$ cat config.mk
export PLATFORM = sky130hd
export DESIGN_NAME = exception_unit_flat
export DESIGN_NICKNAME = d
export VERILOG_FILES = /design/src/rtl/exception_unit_pkg.sv /design/src/rtl/exception_unit_if.sv /design/src/rtl/exception_unit_prio_enc.sv /design/src/rtl/exception_unit.sv /design/src/flat_wrapper.sv
export SDC_FILE = /design/constraint.sdc
export NUM_CORES = 1
export LEC_CHECK = 0
export ABC_CLOCK_PERIOD_IN_PS = 1300
export BUFFER_PORTS_ARGS = -buffer_cell sky130_fd_sc_hd__buf_4
export CORE_MARGIN = 2
export CORE_UTILIZATION = 40
export CTS_BUF_LIST = sky130_fd_sc_hd__clkbuf_4
export DETAILED_ROUTE_END_ITERATION = 6
export PLACE_DENSITY_LB_ADDON = 0.08
export SLEW_MARGIN = 0
export SYNTH_ARGS = -nofsm -noshare
export SYNTH_HDL_FRONTEND = slang
export SYNTH_SLANG_ARGS = --single-unit
$ cat constraint.sdc
create_clock -name i_clock -period 1.3 [get_ports i_clock]
set_input_delay 0.065 -clock i_clock [delete_from_list [all_inputs] [get_ports i_clock]]
set_output_delay 0.065 -clock i_clock [all_outputs]
set_load 0.01 [all_outputs]
$ cat src/rtl/exception_unit_pkg.sv
// -----------------------------------------------------------------------------
// exc_pkg
// Shared definitions for the exception/trap controller: the controller state
// encoding, the fixed cause indices used by the control unit and the size of
// one vector table entry.
// -----------------------------------------------------------------------------
package exc_pkg;

  // Controller states, in the order a trap walks through them.
  typedef enum logic [2:0] {
    IDLE     = 3'd0,
    FETCH    = 3'd1,
    WAIT     = 3'd2,
    DISPATCH = 3'd3,
    HANDLER  = 3'd4,
    RETURN   = 3'd5
  } exc_state_t;

  // Cause indices raised by the control unit (lower index = higher priority).
  localparam int CAUSE_OPCODE   = 32'd0;
  localparam int CAUSE_OVERFLOW = 32'd1;

  // One handler address per cause, one word per entry.
  localparam int VEC_ENTRY_BYTES = 32'd4;

endpackage

$ cat src/rtl/exception_unit_if.sv
// -----------------------------------------------------------------------------
// exception_unit_if
// Vector-table read bus between the exception unit and memory.
//   vec_rd_req   : read request, held until the data strobe arrives
//   vec_addr     : byte address of the vector entry, stable with vec_rd_req
//   vec_rd_valid : one-cycle read-data strobe from memory
//   vec_rd_data  : handler address read from the table
// master = exception unit, slave = memory.
// -----------------------------------------------------------------------------
interface exception_unit_if #(
  parameter int WIDTH = 32
) ();

  logic             vec_rd_req;
  logic [WIDTH-1:0] vec_addr;
  logic             vec_rd_valid;
  logic [WIDTH-1:0] vec_rd_data;

  modport master (
    output vec_rd_req,
    output vec_addr,
    input  vec_rd_valid,
    input  vec_rd_data
  );

  modport slave (
    input  vec_rd_req,
    input  vec_addr,
    output vec_rd_valid,
    output vec_rd_data
  );

endinterface

$ cat src/rtl/exception_unit_prio_enc.sv
// -----------------------------------------------------------------------------
// exc_prio_enc
// Combinational fixed-priority encoder; bit 0 wins.
//   i_req   : request vector
//   o_valid : any request set
//   o_index : index of the lowest set request
//   o_clear : one-hot mask of that request
// -----------------------------------------------------------------------------
module exc_prio_enc #(
  parameter int NUM_CAUSES = 4
) (
  input  logic [NUM_CAUSES-1:0]         i_req,
  output logic                          o_valid,
  output logic [$clog2(NUM_CAUSES)-1:0] o_index,
  output logic [NUM_CAUSES-1:0]         o_clear
);

  localparam int IDX_W = $clog2(NUM_CAUSES);

  assign o_valid = |i_req;

  // x & ~(x-1) isolates the lowest set bit; zero in gives zero out.
  assign o_clear = i_req & ~(i_req - NUM_CAUSES'(1));

  // Scan from the top down so the lowest set index is the last one written.
  always_comb begin
    o_index = '0;
    for (int i = NUM_CAUSES - 1; i >= 0; i--) begin
      o_index = i_req[i] ? IDX_W'(i) : o_index;
    end
  end

endmodule

$ cat src/rtl/exception_unit.sv
// -----------------------------------------------------------------------------
// exception_unit
// Prioritised exception/trap controller for the multicycle MIPS core.
// Accepts the highest-priority cause, saves EPC/Cause, reads the handler
// address from a word-per-cause vector table and redirects the PC. Causes
// arriving while a handler runs are queued and serviced on eret.
// Ports:
//   i_clock, i_reset    : clock, synchronous active-high reset
//   i_cause_req         : one-cycle cause pulses, bit 0 highest priority
//   i_fault_pc          : faulting PC, sampled when a cause is accepted
//   i_eret              : return-from-exception pulse (honoured in HANDLER)
//   vec_bus             : vector-table read bus (master side)
//   o_trap_pc/_valid    : handler address and one-cycle load strobe
//   o_ret_pc_valid      : one-cycle strobe to load the PC from o_epc
//   o_epc, o_cause      : saved faulting PC and serviced cause index
//   o_in_handler        : handler episode in progress
//   o_stall             : freeze the control unit (FETCH/WAIT/DISPATCH)
// -----------------------------------------------------------------------------
module exception_unit
  import exc_pkg::*;
#(
  parameter int          WIDTH       = 32,
  parameter int          NUM_CAUSES  = 4,
  parameter int unsigned VECTOR_BASE = 32'd240
) (
  input  logic                  i_clock,
  input  logic                  i_reset,
  input  logic [NUM_CAUSES-1:0] i_cause_req,
  input  logic [WIDTH-1:0]      i_fault_pc,
  input  logic                  i_eret,
  exception_unit_if.master      vec_bus,
  output logic [WIDTH-1:0]      o_trap_pc,
  output logic                  o_trap_pc_valid,
  output logic                  o_ret_pc_valid,
  output logic [WIDTH-1:0]      o_epc,
  output logic [WIDTH-1:0]      o_cause,
  output logic                  o_in_handler,
  output logic                  o_stall
);

  localparam int IDX_W = $clog2(NUM_CAUSES);

  exc_state_t              r_state;
  exc_state_t              w_state_nxt;
  logic [NUM_CAUSES-1:0]   r_pending;
  logic [NUM_CAUSES-1:0]   w_req;
  logic [NUM_CAUSES-1:0]   w_clear;
  logic [NUM_CAUSES-1:0]   w_pending_nxt;
  logic                    w_valid;
  logic [IDX_W-1:0]        w_idx;
  logic                    w_accept;
  logic                    w_rd_done;
  logic [WIDTH-1:0]        w_vec_addr;

  logic [WIDTH-1:0]        r_epc;
  logic [WIDTH-1:0]        r_cause;
  logic [WIDTH-1:0]        r_trap_pc;
  logic [WIDTH-1:0]        r_vec_addr;
  logic                    r_vec_rd_req;
  logic                    r_trap_pc_valid;
  logic                    r_ret_pc_valid;
  logic                    r_in_handler;
  logic                    r_stall;

  // A request pulse competes in the same cycle it arrives (0-cycle accept).
  assign w_req = r_pending | i_cause_req;

  exc_prio_enc #(
    .NUM_CAUSES (NUM_CAUSES)
  ) u_prio_enc (
    .i_req   (w_req),
    .o_valid (w_valid),
    .o_index (w_idx),
    .o_clear (w_clear)
  );

  // Data strobe in FETCH is taken exactly as in WAIT; elsewhere it is stale.
  assign w_rd_done  = ((r_state == FETCH) || (r_state == WAIT)) && vec_bus.vec_rd_valid;
  // Wraps modulo 2^WIDTH by construction.
  assign w_vec_addr = WIDTH'(VECTOR_BASE) + (WIDTH'(VEC_ENTRY_BYTES) * WIDTH'(w_idx));
  assign w_pending_nxt = w_req & ~(w_accept ? w_clear : {NUM_CAUSES{1'b0}});

  // Next-state decode and acceptance decision.
  always_comb begin
    w_state_nxt = r_state;
    w_accept    = 1'b0;
    case (r_state)
      IDLE: begin
        if (w_valid) begin
          w_accept    = 1'b1;
          w_state_nxt = FETCH;
        end else begin
          w_state_nxt = IDLE;
        end
      end
      FETCH: begin
        if (w_rd_done) begin
          w_state_nxt = DISPATCH;
        end else begin
          w_state_nxt = WAIT;
        end
      end
      WAIT: begin
        if (w_rd_done) begin
          w_state_nxt = DISPATCH;
        end else begin
          w_state_nxt = WAIT;
        end
      end
      DISPATCH: begin
        w_state_nxt = HANDLER;
      end
      HANDLER: begin
        if (i_eret) begin
          w_state_nxt = RETURN;
        end else begin
          w_state_nxt = HANDLER;
        end
      end
      RETURN: begin
        // Queued work re-enters without an IDLE bubble; i_fault_pc then
        // carries the return target so the new EPC is correct.
        if (w_valid) begin
          w_accept    = 1'b1;
          w_state_nxt = FETCH;
        end else begin
          w_state_nxt = IDLE;
        end
      end
      default: begin
        w_state_nxt = IDLE;
      end
    endcase
  end

  // State, pending causes and the captured trap context.
  always_ff @(posedge i_clock) begin
    if (i_reset) begin
      r_state    <= IDLE;
      r_pending  <= '0;
      r_epc      <= '0;
      r_cause    <= '0;
      r_vec_addr <= '0;
      r_trap_pc  <= '0;
    end else begin
      r_state   <= w_state_nxt;
      r_pending <= w_pending_nxt;
      if (w_accept) begin
        r_epc      <= i_fault_pc;
        r_cause    <= WIDTH'(w_idx);
        r_vec_addr <= w_vec_addr;
      end
      if (w_rd_done) begin
        r_trap_pc <= vec_bus.vec_rd_data;
      end
    end
  end

  // Strobes and status flags registered from the next state so they line up
  // with the state they describe.
  always_ff @(posedge i_clock) begin
    if (i_reset) begin
      r_vec_rd_req    <= 1'b0;
      r_trap_pc_valid <= 1'b0;
      r_ret_pc_valid  <= 1'b0;
      r_in_handler    <= 1'b0;
      r_stall         <= 1'b0;
    end else begin
      r_vec_rd_req    <= (w_state_nxt == FETCH) || (w_state_nxt == WAIT);
      r_trap_pc_valid <= (w_state_nxt == DISPATCH);
      r_ret_pc_valid  <= (w_state_nxt == RETURN);
      r_in_handler    <= (w_state_nxt == DISPATCH) || (w_state_nxt == HANDLER) ||
                         (w_state_nxt == RETURN);
      r_stall         <= (w_state_nxt == FETCH) || (w_state_nxt == WAIT) ||
                         (w_state_nxt == DISPATCH);
    end
  end

  assign vec_bus.vec_rd_req = r_vec_rd_req;
  assign vec_bus.vec_addr   = r_vec_addr;
  assign o_trap_pc          = r_trap_pc;
  assign o_trap_pc_valid    = r_trap_pc_valid;
  assign o_ret_pc_valid     = r_ret_pc_valid;
  assign o_epc              = r_epc;
  assign o_cause            = r_cause;
  assign o_in_handler       = r_in_handler;
  assign o_stall            = r_stall;

endmodule
$ cat src/flat_wrapper.sv
// flat-port wrapper written by rule: the top's interface ports become plain ports
module exception_unit_flat import exc_pkg::*;
#(
  parameter int          WIDTH       = 32,
  parameter int          NUM_CAUSES  = 4,
  parameter int unsigned VECTOR_BASE = 32'd240
)
  (i_clock, i_reset, i_cause_req, i_fault_pc, i_eret, o_trap_pc, o_trap_pc_valid, o_ret_pc_valid, o_epc, o_cause, o_in_handler, o_stall, vec_bus_vec_rd_req, vec_bus_vec_addr, vec_bus_vec_rd_valid, vec_bus_vec_rd_data);
  exception_unit_if #(.WIDTH(WIDTH)) vec_bus_i ();
  input  logic i_clock;
  input  logic i_reset;
  input  logic [NUM_CAUSES-1:0] i_cause_req;
  input  logic [WIDTH-1:0] i_fault_pc;
  input  logic i_eret;
  output logic [WIDTH-1:0] o_trap_pc;
  output logic o_trap_pc_valid;
  output logic o_ret_pc_valid;
  output logic [WIDTH-1:0] o_epc;
  output logic [WIDTH-1:0] o_cause;
  output logic o_in_handler;
  output logic o_stall;
  output wire logic [$bits(vec_bus_i.vec_rd_req)-1:0] vec_bus_vec_rd_req;
  output wire logic [$bits(vec_bus_i.vec_addr)-1:0] vec_bus_vec_addr;
  input wire logic [$bits(vec_bus_i.vec_rd_valid)-1:0] vec_bus_vec_rd_valid;
  input wire logic [$bits(vec_bus_i.vec_rd_data)-1:0] vec_bus_vec_rd_data;
  assign vec_bus_vec_rd_req = vec_bus_i.vec_rd_req;
  assign vec_bus_vec_addr = vec_bus_i.vec_addr;
  assign vec_bus_i.vec_rd_valid = vec_bus_vec_rd_valid;
  assign vec_bus_i.vec_rd_data = vec_bus_vec_rd_data;
  exception_unit #(.WIDTH(WIDTH), .NUM_CAUSES(NUM_CAUSES), .VECTOR_BASE(VECTOR_BASE)) u_core (.i_clock(i_clock), .i_reset(i_reset), .i_cause_req(i_cause_req), .i_fault_pc(i_fault_pc), .i_eret(i_eret), .vec_bus(vec_bus_i), .o_trap_pc(o_trap_pc), .o_trap_pc_valid(o_trap_pc_valid), .o_ret_pc_valid(o_ret_pc_valid), .o_epc(o_epc), .o_cause(o_cause), .o_in_handler(o_in_handler), .o_stall(o_stall));
endmodule
## Word-level counts from Yosys, hierarchy flattened

Index checks and enable logic that the tools add are counted.

- Register bits after elaboration: 110
- Bits of input ports: 72
- Word-level logic and storage cells: 49

- Add/sub/neg operators: 2
- Eq/ne operators: 10
- Muxes and demuxes: 11
- Bitwise gates (word level): 5
- Reductions and logical operators: 10

Operators with widths:

| operator | number |
|---|---|
| == test 3 x 2 -> 1 bit, second input constant | 4 |
| == test 3 bit, second input constant | 4 |
| case mux 3 bit (4 select lines) | 1 |
| adder 8 x 4 -> 9 bit, first input constant | 1 |
| bitwise AND 4 bit | 2 |
| 2-to-1 mux 2 bit | 4 |
| NOT 4 bit | 2 |
| == test 3 x 1 -> 1 bit, second input constant | 2 |
| logical OR 1 bit | 5 |
| 2-to-1 mux 1 bit | 5 |
| 2-to-1 mux 4 bit | 1 |
| OR 4 bit | 1 |
| OR reduction 2 bit | 2 |
| OR reduction 4 bit | 1 |
| subtractor 4 x 1 -> 4 bit, second input constant | 1 |
| zero test 3 bit | 1 |
| logical AND 1 bit | 1 |

## Logic depth before layout (Yosys ltp)

Gate-level depths: netlist (run 1).

- Word-level depth: 8
- Depth in mapped cells: 7
- Mapped depth without buffers: 4

## By module

Synthesis (run 1) repeated with hierarchy kept, for this count alone.

- Cells, all modules: 429
- Area total of the unflattened synthesis: 3,594.7 um^2

By module, submodules not included:

| module | times used | cells an instance | area each (um^2) |
|---|---|---|---|
| exception_unit | 1 | 419 | 3,535.9 |
| exc_prio_enc | 1 | 10 | 58.8 |

## Worst setup path after synthesis (run 1)

No wires, ideal clock.

- Kind: register -> register
- From: reg u_core.r_state[2]
- To: reg u_core.r_epc[12], in the netlist u_core.o_epc[12]
- Setup time: 132 ps
- Arrival time: 1,308 ps
- Required time: 1,168 ps
- Setup slack: -140 ps
- Cell stages (with the launch flop): 8
- Clock period less this slack: 1,440 ps
- Path through: dfxtp_1 > buf_2 > xor2_2 > a311o_1 > buf_4 > buf_6 > nand2_1 > a21oi_1

- Cells in the longest elaborated chain, start to end: 3
- Elaborated cells on any way between the ends: 4
- Classes of those cells: eq/ne (1); mux (1); reduce/logical (2)

Ends and longest elaborated chain:

| element | RTL line | text |
|---|---|---|
| from (decl) | exception_unit.sv:43 | `exc_state_t r_state;` |
| from (signal assigned) | exception_unit.sv:146 | `r_state <= w_state_nxt;` |
| == test 3 bit or zero test 3 bit (tied branches) | exception_unit.sv:87 | `case (r_state)` |
| OR reduction 2 bit (no source line) * | -- |  |
| 2-to-1 mux 1 bit * | -- |  |
| to (signal assigned) | exception_unit.sv:149 | `r_epc <= i_fault_pc;` |
| to (decl) | exception_unit.sv:55 | `logic [WIDTH-1:0] r_epc;` |

Every way passes the cells marked *; elsewhere a longest branch is shown, timed or not.
A chain may end at the register's enable or synchronous reset.

## Worst setup path in the final report (run 1)

- From: reg u_core.r_state[0]
- To: reg u_core.r_epc[15], in the netlist u_core.o_epc[15]

The elaborated chain is that of the path after synthesis.

==> results of run 1 <==
-- timing repair --
action,in CTS,in global routing
gates resized for setup,18,29
pin swaps,4,6
cloned,2,4
endpoints found under the hold margin,68,0
hold buffers,67,0
setup buffers,3,3
setup endpoints to repair,76,71
-- through the flow --
stage               utilization (%)  hold WS (ns)  total power, µW  setup TNS [ns]
finish                        67.34       0.01810            10910          -6.047
global route                  67.34      0.003843            11660          -9.415
CTS                           64.94      -0.01176            10210          -4.144
detailed placement            53.73        0.3220             8227          -11.29
global placement              53.73        0.3129             8171          -9.108
floorplan                         -        0.2010             6642          -5.744
-- sequential cells by signal, indices dropped and copies added (netlist names) --
name / cells
u_core.o_cause: 1
u_core.o_epc: 32
u_core.o_in_handler: 1
u_core.o_ret_pc_valid: 1
u_core.o_stall: 1
u_core.o_trap_pc: 32
u_core.o_trap_pc_valid: 1
u_core.r_pending: 4
u_core.r_state: 3
u_core.vec_bus.vec_addr: 2
u_core.vec_bus.vec_rd_req: 1
-- cell usage in the layout (no fill, tap or decap), types with 6 or more instances in the layout --
cell type / n
nand2_1: 120
dfxtp_1: 73
nand2_2: 10
nor2_1: 6
a21oi_1: 60
dlygate4sd3_1: 66
clkbuf_4: 11
conb_1: 56
a21oi_2: 10
buf_4: 164
-- worst max-delay path: stages (launching register included) --
cell and delay, ns:
dfxtp_4 0.40, xor2_4 0.20, a311o_2 0.38, clkbuf_16 0.20, nand2_1 0.07, a21oi_1 0.05
-- worst paths after layout --
kind / start / to / slack (ns) / cells after the start
worst min register to register: u_core.o_trap_pc[13] / u_core.o_trap_pc[13] / 0.46 / 2
worst max register to register: u_core.r_state[0] / u_core.o_epc[15] / -0.14 / 5
worst min-delay path: i_cause_req[0] / u_core.o_cause[0] / 0.02 / 4
worst max-delay path: u_core.r_state[0] / u_core.o_epc[15] / -0.14 / 5
-- cell type report --
class / instances / area [µm²]
clock buffers: 11 / 82.58
multi-input cells: 293 / 1458
fillers: 716 / 2656
clock inverters: 4 / 47.55
inverters: 1 / 3.754
repair buffers: 245 / 2163
flip-flops and latches: 79 / 1592
well taps: 105 / 131.4
-- per-layer routing --
layer	share of wire (%)	track usage [%]	vias up	wire (µm)
li1	-	-	1645	-
met1	40	20.57	1474	3695
met2	51	32.28	126	4687
met3	7.0	4.980	13	645
met4	1.6	7.488	0	145
met5	0	0	-	0
-- cells by family after synthesis --
| group | count (synthesis) | share of synthesized area (%) |
|---|---|---|
| xor+xnor | 2 | 0.7532 |
| flops | 79 | 47.59 |
| other cells | 1 | 0.1128 |
| compound gates | 82 | 13.78 |
| buf+inv | 88 | 18.94 |
| simple gates | 153 | 18.83 |
-- power by group through the flow --
stage | clock [µW] | sequential (µW) | combinational [µW]
after floorplan | 0 | 3810 | 2830
after global placement | 0 | 3590 | 4580
after detailed placement | 0 | 3600 | 4620
after CTS | 1470 | 3590 | 5150
after global routing | 1570 | 3680 | 6410
final | 1400 | 3600 | 5910
==> results.md, run 1 <==
* Status: finished with violations
* Failing checks: negative setup slack
* GRT Util Overall at 18.23%
* CTS tree: done
* Antenna violations before repair at 0
* Max Slew Vio Count at 0
* Wire length per cell at 12.43 µm
* Area after DPL at ~4400 µm²
* Die Y-Extent at 95.15 µm
* N_diodes at 0
* Ys flop type: dfxtp_1
* RSZ-0062 raised after global routing: true
* Layout cell share with drive strength beyond 1 at 37.12%
* Routed wire length at slightly above 9000 µm
* Num ports at between 200 and 250
* Worst hold-check path type: input pin to flop
* Flop pwr share at 33.0%
* CTS H-tree lvls at 3
* Place WS at -0.2170 ns
* Starting Density at between 40% and 50%
* DRC at 0
* Cts bufs inserted at 9
* Number of routed nets with antenna violations at 0
* Worst Path Arrival at 1.70 ns
* Cell area after synthesis at 3323 µm²
* Dpl hpwl at 5547 µm
* Distinct cells, synth at 33
* Combinational Power Share at 54.2%
* Layout Skew at 0.01247 ns
* Die Area at 9054 µm²
* Commonest cells in the netlist: 130 x nand2_1, 79 x dfxtp_1, 70 x a21oi_1
* Reg clk slew, reported paths at 0.12 ns
* Dominant cells by area after synthesis: dfxtp_1 48%, nand2_1 15%, buf_4 14%, a21oi_1 11%, buf_6 2.4%
* Placed insts at 644
* Final RePlAce weighted congestion at approximately 0.76
* Core Area at 8134 µm²
* Final setup fails at 68
* P_int at between 6000 and 7000 µW
* Peak supply drop at ~1200 µV
* Sw Pwr at 4074 µW
* Finished Layout Cells at ~740
* Syn Area/Cell at 8.205 µm²
* Fin nets at 701
* Final Hold Fails at 0
* Via/cell ratio at 4.415
* Fmax at roughly 0.70 GHz
* Most common cell in the netlist: nand2_1
* Horiz. Die Dim at 95.15 µm
* Synth top area share at about 48%
* Clock insertion delay at the later pin of the skew report at 0.40 ns
* LEAKAGE at 0.002501 µW
* Post-synthesis sequential area ratio at 47.59%
* Area leader, netlist: dfxtp_1
* Count of input and output buffers at 148
* Crit path kind: flop to flop
* CP max FO at 16
* Post-route cell area at around 5500 µm²
* Vias at 3,258
* Largest net degree at the start of global routing at 38
* Fin crit period at 1.435 ns
* Clk buf depth at 2
* Yosys warns at 0
* Vias in the first global route at 2,853
* Clk sinks at 79
* Max cap viols at 0
* Initial drt markers at 73
* Endpoint class of the critical path: flop
* Post-synth EDFFs at 0
* First-pass GRT wire length at roughly 13,000 µm
* Cell area power density at 1992 nW/µm²
* Area Overhead vs Synth at 64.83%
* Row Count at 33
* Initial DRT Pass Iterations at 4
* Worst Path Required at 1.57 ns
* Clock root buffer: clkbuf_4
* Synth Instances at 405
* Total gr overflow at 0
* Async SR Flop Fraction at 0%
* Clock share of power at 12.9%
* Period utilization at 110.4%
* Flop and latch count out of synthesis at 79
* Critical Path Source Type: flop
* Setup WS post-layout at -0.1354 ns
* Switching Fraction at 37.33%
Note: power is estimated with default switching activity, not from simulation.
==> run 2: changes to the inputs <==
--- a/config.mk
+++ b/config.mk
@@ -12,6 +12,7 @@
 export CTS_BUF_LIST = sky130_fd_sc_hd__clkbuf_4
 export DETAILED_ROUTE_END_ITERATION = 6
 export PLACE_DENSITY_LB_ADDON = 0.08
+export RECOVER_POWER = 100
 export SLEW_MARGIN = 0
 export SYNTH_ARGS = -nofsm -noshare
 export SYNTH_HDL_FRONTEND = slang
==> run 2 against run 1 <==
The run still ends with negative setup slack left. Fmax is essentially flat. Via count down 0.95%. Register-to-register slack about the same. Sequential share of layout area is 1.6 points higher. Core utilization is 3.6 points lower. Sequential power about the same. Clock skew about the same. Global-route usage is the same. First-iteration DRC count shrank 23%. Power decreased by 5.3%. Sequential cell count unchanged. Highest routed layer unchanged.
==> results.md, run 2 (same netlist as run 1, synthesis figures left out) <==
* Layout cell share with drive strength beyond 1 at 24.96%
* Finished Layout Cells at around 740
* Clk sinks at 79
* Critical Path Source Type: flop
* Clock insertion delay at the later pin of the skew report at 0.39 ns
* Via/cell ratio at approximately 4.4
* Clock share of power at 13.6%
* Placed insts at ~640
* Horiz. Die Dim at 95.15 µm
* CTS tree: done
* Vias at 3,227
* Number of routed nets with antenna violations at 0
* Most frequent cells in the layout: 120 x nand2_1, 85 x buf_4, 77 x clkbuf_1, 73 x dfxtp_1, 66 x dlygate4sd3_1
* Sw Pwr at 4054 µW
* Flop pwr share at 34.6%
* CP Cell Sequence: xor2_4 > a311o_2 > clkbuf_16 > nand2_1 > a21oi_1
* LEAKAGE at roughly 0.0022 µW
* Setup WS post-layout at -0.1362 ns
* Initial drt markers at 56
* Failing checks: negative setup slack
* RSZ-0062 raised after global routing: true
* Initial DRT Pass Iterations at 4
* Peak supply drop at between 1000 and 1500 µV
* Grt met3 use at between 4 and 5%
* DRC at 0
* First-pass GRT wire length at 13,080 µm
* Starting Density at approximately two fifths
* Most common cell after layout, fill and taps aside: nand2_1
* Final Hold Fails at 0
* Worst Path Arrival at 1.70 ns
* Cts bufs inserted at 9
* Total gr overflow at 0
* Fmax at 0.6963 GHz
* CTS H-tree lvls at 3
* Slowest stage delay, CP at 0.40 ns
* GRT Util Overall at 18.23%
* Layout Skew at approximately 0.012 ns
* Final RePlAce weighted congestion at 0.7618
* Endpoint class of the critical path: flop
* Reg clk slew, reported paths at 0.12 ns
* N_diodes at 0
* Antenna violations before repair at 0
* Switching Fraction at 39.21%
* Core Area at 8134 µm²
* M1 GR Usage at 20.57%
* Die Y-Extent at 95.15 µm
* Combinational Power Share at approximately half
* Clk buf depth at 2
* Vias in the first global route at 2,853
* Count of input and output buffers at 148
* Max Slew Vio Count at 0
* Dpl hpwl at around 5500 µm
* Worst hold-check path type: input pin to flop
* CP max FO at 16
* Final setup fails at between 60 and 70
* Area Overhead vs Synth at 55.99%
* Num ports at 205
* Die Area at 9054 µm²
* Clock root buffer: clkbuf_4
* Crit path kind: flop to flop
* Cell area power density at 1994 nW/µm²
* Fin crit period at 1.436 ns
* M2 GR Usage at 32.28%
* Fillers at 790
* Wire length per cell at 12.41 µm
* Worst Path Required at around 1.6 ns
* Routed wire length at 9157 µm
* Fin nets at 701
* Period utilization at 110.5%
* Status: finished with violations
* Largest net degree at the start of global routing at 38
* Global routing's busiest layer: met2
* Max cap viols at 0
* Min Hold Slack at 0.01856 ns
* Slowest-stage cell, CP: dfxtp_4
* P_int at 6285 µW
* Row Count at 33
-- run 2: cell types whose count changed in the layout (fill, tap and decap cells not counted), sizes merged --
| cell | before | now |
|---|---|---|
| clkbuf | 14 | 92 |
| buf | 175 | 97 |
-- run 2: layout make-up --
cell class                 instances  area (µm²)  share of cell area, %
timing repair buffer             245        1869                  36.06
inverter                           1       3.754                0.07241
tap                              105       131.4                  2.534
sequential                        79        1592                  30.70
clock inverter                     4       47.55                 0.9172
clock buffer                      11       82.58                  1.593
multi-input combinational        293        1458                  28.12
-- run 2: path summary, 6_finish.rpt --
| path | startpoint | slack [ns] | endpoint | cells after the start |
|---|---|---|---|---|
| max reg2reg | u_core.r_state[0] | -0.14 | u_core.o_epc[15] | 5 |
| min | i_cause_req[0] | 0.02 | u_core.r_pending[0] | 3 |
| min reg2reg | u_core.o_trap_pc[29] | 0.46 | u_core.o_trap_pc[29] | 2 |
| max | u_core.r_state[0] | -0.14 | u_core.o_epc[15] | 5 |
-- run 2: layer usage --
metal | routed length, µm | share of wire, %
met2 | 4669 | 51
met4 | 145 | 1.6
met5 | 0 | 0
met3 | 547 | 6.0
met1 | 3794 | 41
-- run 2: power groups by stage --
stage / Combinational, µW / Sequential [µW] / Clock, µW
2_1_floorplan: 2830 / 3810 / 0
3_3_place_gp: 4580 / 3590 / 0
3_5_place_dp: 4620 / 3600 / 0
4_1_cts: 5150 / 3590 / 1470
5_1_grt: 5840 / 3670 / 1570
6_report: 5360 / 3580 / 1400
-- run 2: critical path, delay by kind of cell, from the launching register on --
kind            cells  cell delay (ns)
compound gates      2             0.43
flops               1             0.40
xor+xnor            1             0.20
buf+inv             1             0.20
simple gates        1             0.07
-- run 2: what timing repair did --
item | 4_1_cts | 5_1_grt
hold endpoints to repair | 68 | 0
gates resized for setup | 18 | 29
cloned | 2 | 4
endpoints found under the setup margin | 76 | 71
pin swaps | 4 | 6
hold buffers | 67 | 0
buffers inserted | 3 | 3
-- run 2: through the flow --
| stage | setup WS, ns | cell area [µm²] | setup TNS, ns | power (µW) | util [%] |
|---|---|---|---|---|---|
| 2_1_floorplan | -0.1055 | 3585 | -5.744 | 6642 | - |
| 3_3_place_gp | -0.1762 | 4370 | -9.108 | 8171 | 53.73 |
| 3_5_place_dp | -0.2170 | 4370 | -11.29 | 8227 | 53.73 |
| 4_1_cts | -0.09489 | 5283 | -4.144 | 10210 | 64.94 |
| 5_1_grt | -0.1913 | 5184 | -9.492 | 11080 | 63.73 |
| 6_report | -0.1362 | 5184 | -5.970 | 10340 | 63.73 |
==> run 3: changes to the inputs <==
--- a/config.mk
+++ b/config.mk
@@ -5,10 +5,10 @@
 export SDC_FILE = /design/constraint.sdc
 export NUM_CORES = 1
 export LEC_CHECK = 0
-export ABC_CLOCK_PERIOD_IN_PS = 1300
+export ABC_CLOCK_PERIOD_IN_PS = 1550
 export BUFFER_PORTS_ARGS = -buffer_cell sky130_fd_sc_hd__buf_4
 export CORE_MARGIN = 2
-export CORE_UTILIZATION = 40
+export CORE_UTILIZATION = 44
 export CTS_BUF_LIST = sky130_fd_sc_hd__clkbuf_4
 export DETAILED_ROUTE_END_ITERATION = 6
 export PLACE_DENSITY_LB_ADDON = 0.08
==> constraint.sdc (replaced) <==
create_clock -name i_clock -period 1.55 [get_ports i_clock]
set_input_delay 0.0775 -clock i_clock [delete_from_list [all_inputs] [get_ports i_clock]]
set_output_delay 0.0775 -clock i_clock [all_outputs]
set_load 0.01 [all_outputs]
==> run 3 against run 2 <==
Via count is 0.77% lower. Core utilization rose by 2.7 points. Combinational power down 36%. Sequential share of layout area rose by 2.0 points. Clock power is essentially flat. Highest routed layer unchanged. The flow now finishes without violations. Global-route usage increased by 2.2 points.
==> results.md, run 3 (same netlist as run 1, synthesis figures left out) <==
* GRT Util Overall at 20.47%
* First-pass GRT wire length at 13,900 µm
* Endpoint class of the critical path: flop
* Clock insertion delay at the later pin of the skew report at 0.40 ns
* Num ports at 205
* Die Area at 8264 µm²
* Horiz. Die Dim at slightly above 90 µm
* Critical Path Source Type: input pin
* Initial DRT Pass Iterations at 4
* Layout Skew at 0.01177 ns
* Worst Path Required at 1.88 ns
* Layout cell share with drive strength beyond 1 at 17.64%
* Max cap viols at 0
* Top Family by Delay on Critical Path: buffers and inverters
* RSZ-0062 raised after global routing: false
* Worst hold-check path type: input pin to flop
* CP max FO at 33
* Finished Layout Cells at 717
* Worst Path Arrival at around 1.8 ns
* Final setup fails at 0
* Period utilization at 92.64%
* Placed insts at 632
* Post-Route Setup TNS at 0 ns
* Max Slew Vio Count at 0
* Vias in the first global route at roughly 3,000
* Most frequent cells in the layout: 130 x nand2_1, 78 x buf_4, 78 x clkbuf_1, 78 x dfxtp_1, 70 x a21oi_1
* CTS tree: done
* Bufs and invs on worst path at 3
* Sw Pwr at about 3000 µW
* Reg clk slew, reported paths at between 0.1 and 0.15 ns
* Area Overhead vs Synth at 45.78%
* Most common cell after layout, fill and taps aside: nand2_1
* Flop pwr share at a little under two fifths
* Cts bufs inserted at 9
* Wire length per cell at 12.06 µm
* Fin crit period at 1.436 ns
* Largest net degree at the start of global routing at 48
* Die Y-Extent at 90.91 µm
* Setup WS post-layout at roughly 0.11 ns
* Clk buf depth at 2
* Clock share of power at 17.8%
* Routed wire length at roughly 8600 µm
* Core Area at 7292 µm²
* LEAKAGE at 0.002052 µW
* Antenna violations before repair at 0
* N_diodes at 0
* Number of routed nets with antenna violations at 0
* Place WS at 0.09271 ns
* Clk sinks at 79
* CTS H-tree lvls at 3
* Cell area power density at between 1500 and 2000 nW/µm²
* Final Hold Fails at 0
* Crit path kind: input pin to flop
* Initial drt markers at 89
* Via/cell ratio at 4.466
* Fillers at roughly 640
* CP Cell Sequence: dlygate4sd3_1 > buf_4 > nor4_4 > a311o_1 > buf_12 > nand2_1 > a21oi_1
* Combinational Power Share at 44.4%
* DRC at 0
* P_int at 4704 µW
* Clock root buffer: clkbuf_4
* Peak supply drop at 1055 µV
* Count of input and output buffers at 148
* Util after Layout at 66.44%
* Final RePlAce weighted congestion at 0.7351
* Row Count at 31
* Switching Fraction at 39.47%
* Fin nets at between 600 and 700
* Total power at 7770 µW
* Total gr overflow at 0
* Dpl hpwl at 5502 µm
* Fmax at 0.6964 GHz
* Slowest stage delay, CP at 0.53 ns
* Starting Density at 45.57%
* Slowest-stage cell, CP: dlygate4sd3_1
* Vias at 3,202
* Status: finished, final reports clean
## run 3: layout make-up
class	instances	area (µm²)	area share [%]
Multi-Input combinational cell	293	1338	27.61
Clock buffer	12	90.09	1.860
Clock inverter	4	70.07	1.446
Timing Repair Buffer	229	1637	33.78
Sequential cell	79	1583	32.67
Inverter	1	3.754	0.07748
Tap cell	99	123.9	2.557
## run 3: stage by stage
stage	cell area, µm²	hold slack (ns)
2_1_floorplan	3530	0.2135
3_3_place_gp	4273	0.3238
3_5_place_dp	4273	0.3326
4_1_cts	5104	0.004613
5_1_grt	4845	0.03249
6_report	4845	0.02866
## run 3: worst min-delay path, stage by stage
cell       delay, ns
buf_4           0.09
inv_1           0.08
o2bb2ai_1       0.14
## run 3: what timing repair did
action	in CTS	in global routing
hold buffers	67	0
hold endpoints to repair	66	0
endpoints found under the setup margin	0	36
buffers inserted	0	2
resized for setup	0	6
## run 3: power groups by stage
stage          combinational, µW  clock (µW)  sequential [µW]
2_1_floorplan               2200           0             3190
3_3_place_gp                3610           0             2970
3_5_place_dp                3670           0             2990
4_1_cts                     3820        1410             2940
5_1_grt                     3820        1500             3010
6_report                    3450        1380             2940
## run 3: worst paths after layout
| kind | depth (start not counted) | start | end | slack (ns) |
|---|---|---|---|---|
| worst min-delay path | 3 | vec_bus_vec_rd_valid | u_core.vec_bus.vec_rd_req | 0.03 |
| worst max-delay path | 7 | i_cause_req[0] | u_core.o_epc[25] | 0.11 |
| worst min register to register | 2 | u_core.o_epc[26] | u_core.o_epc[26] | 0.46 |
| worst max register to register | 5 | u_core.r_pending[0] | u_core.o_epc[25] | 0.13 |
## run 3: layer usage
layer	track usage, %	vias to the layer above	share of wire (%)	wire length, µm
met4	6.818	0	1.8	158
met2	38.37	127	51	4401
met5	0	-	0	0
met3	4.007	12	5.8	502
met1	23.03	1462	41	3581
li1	-	1601	-	-
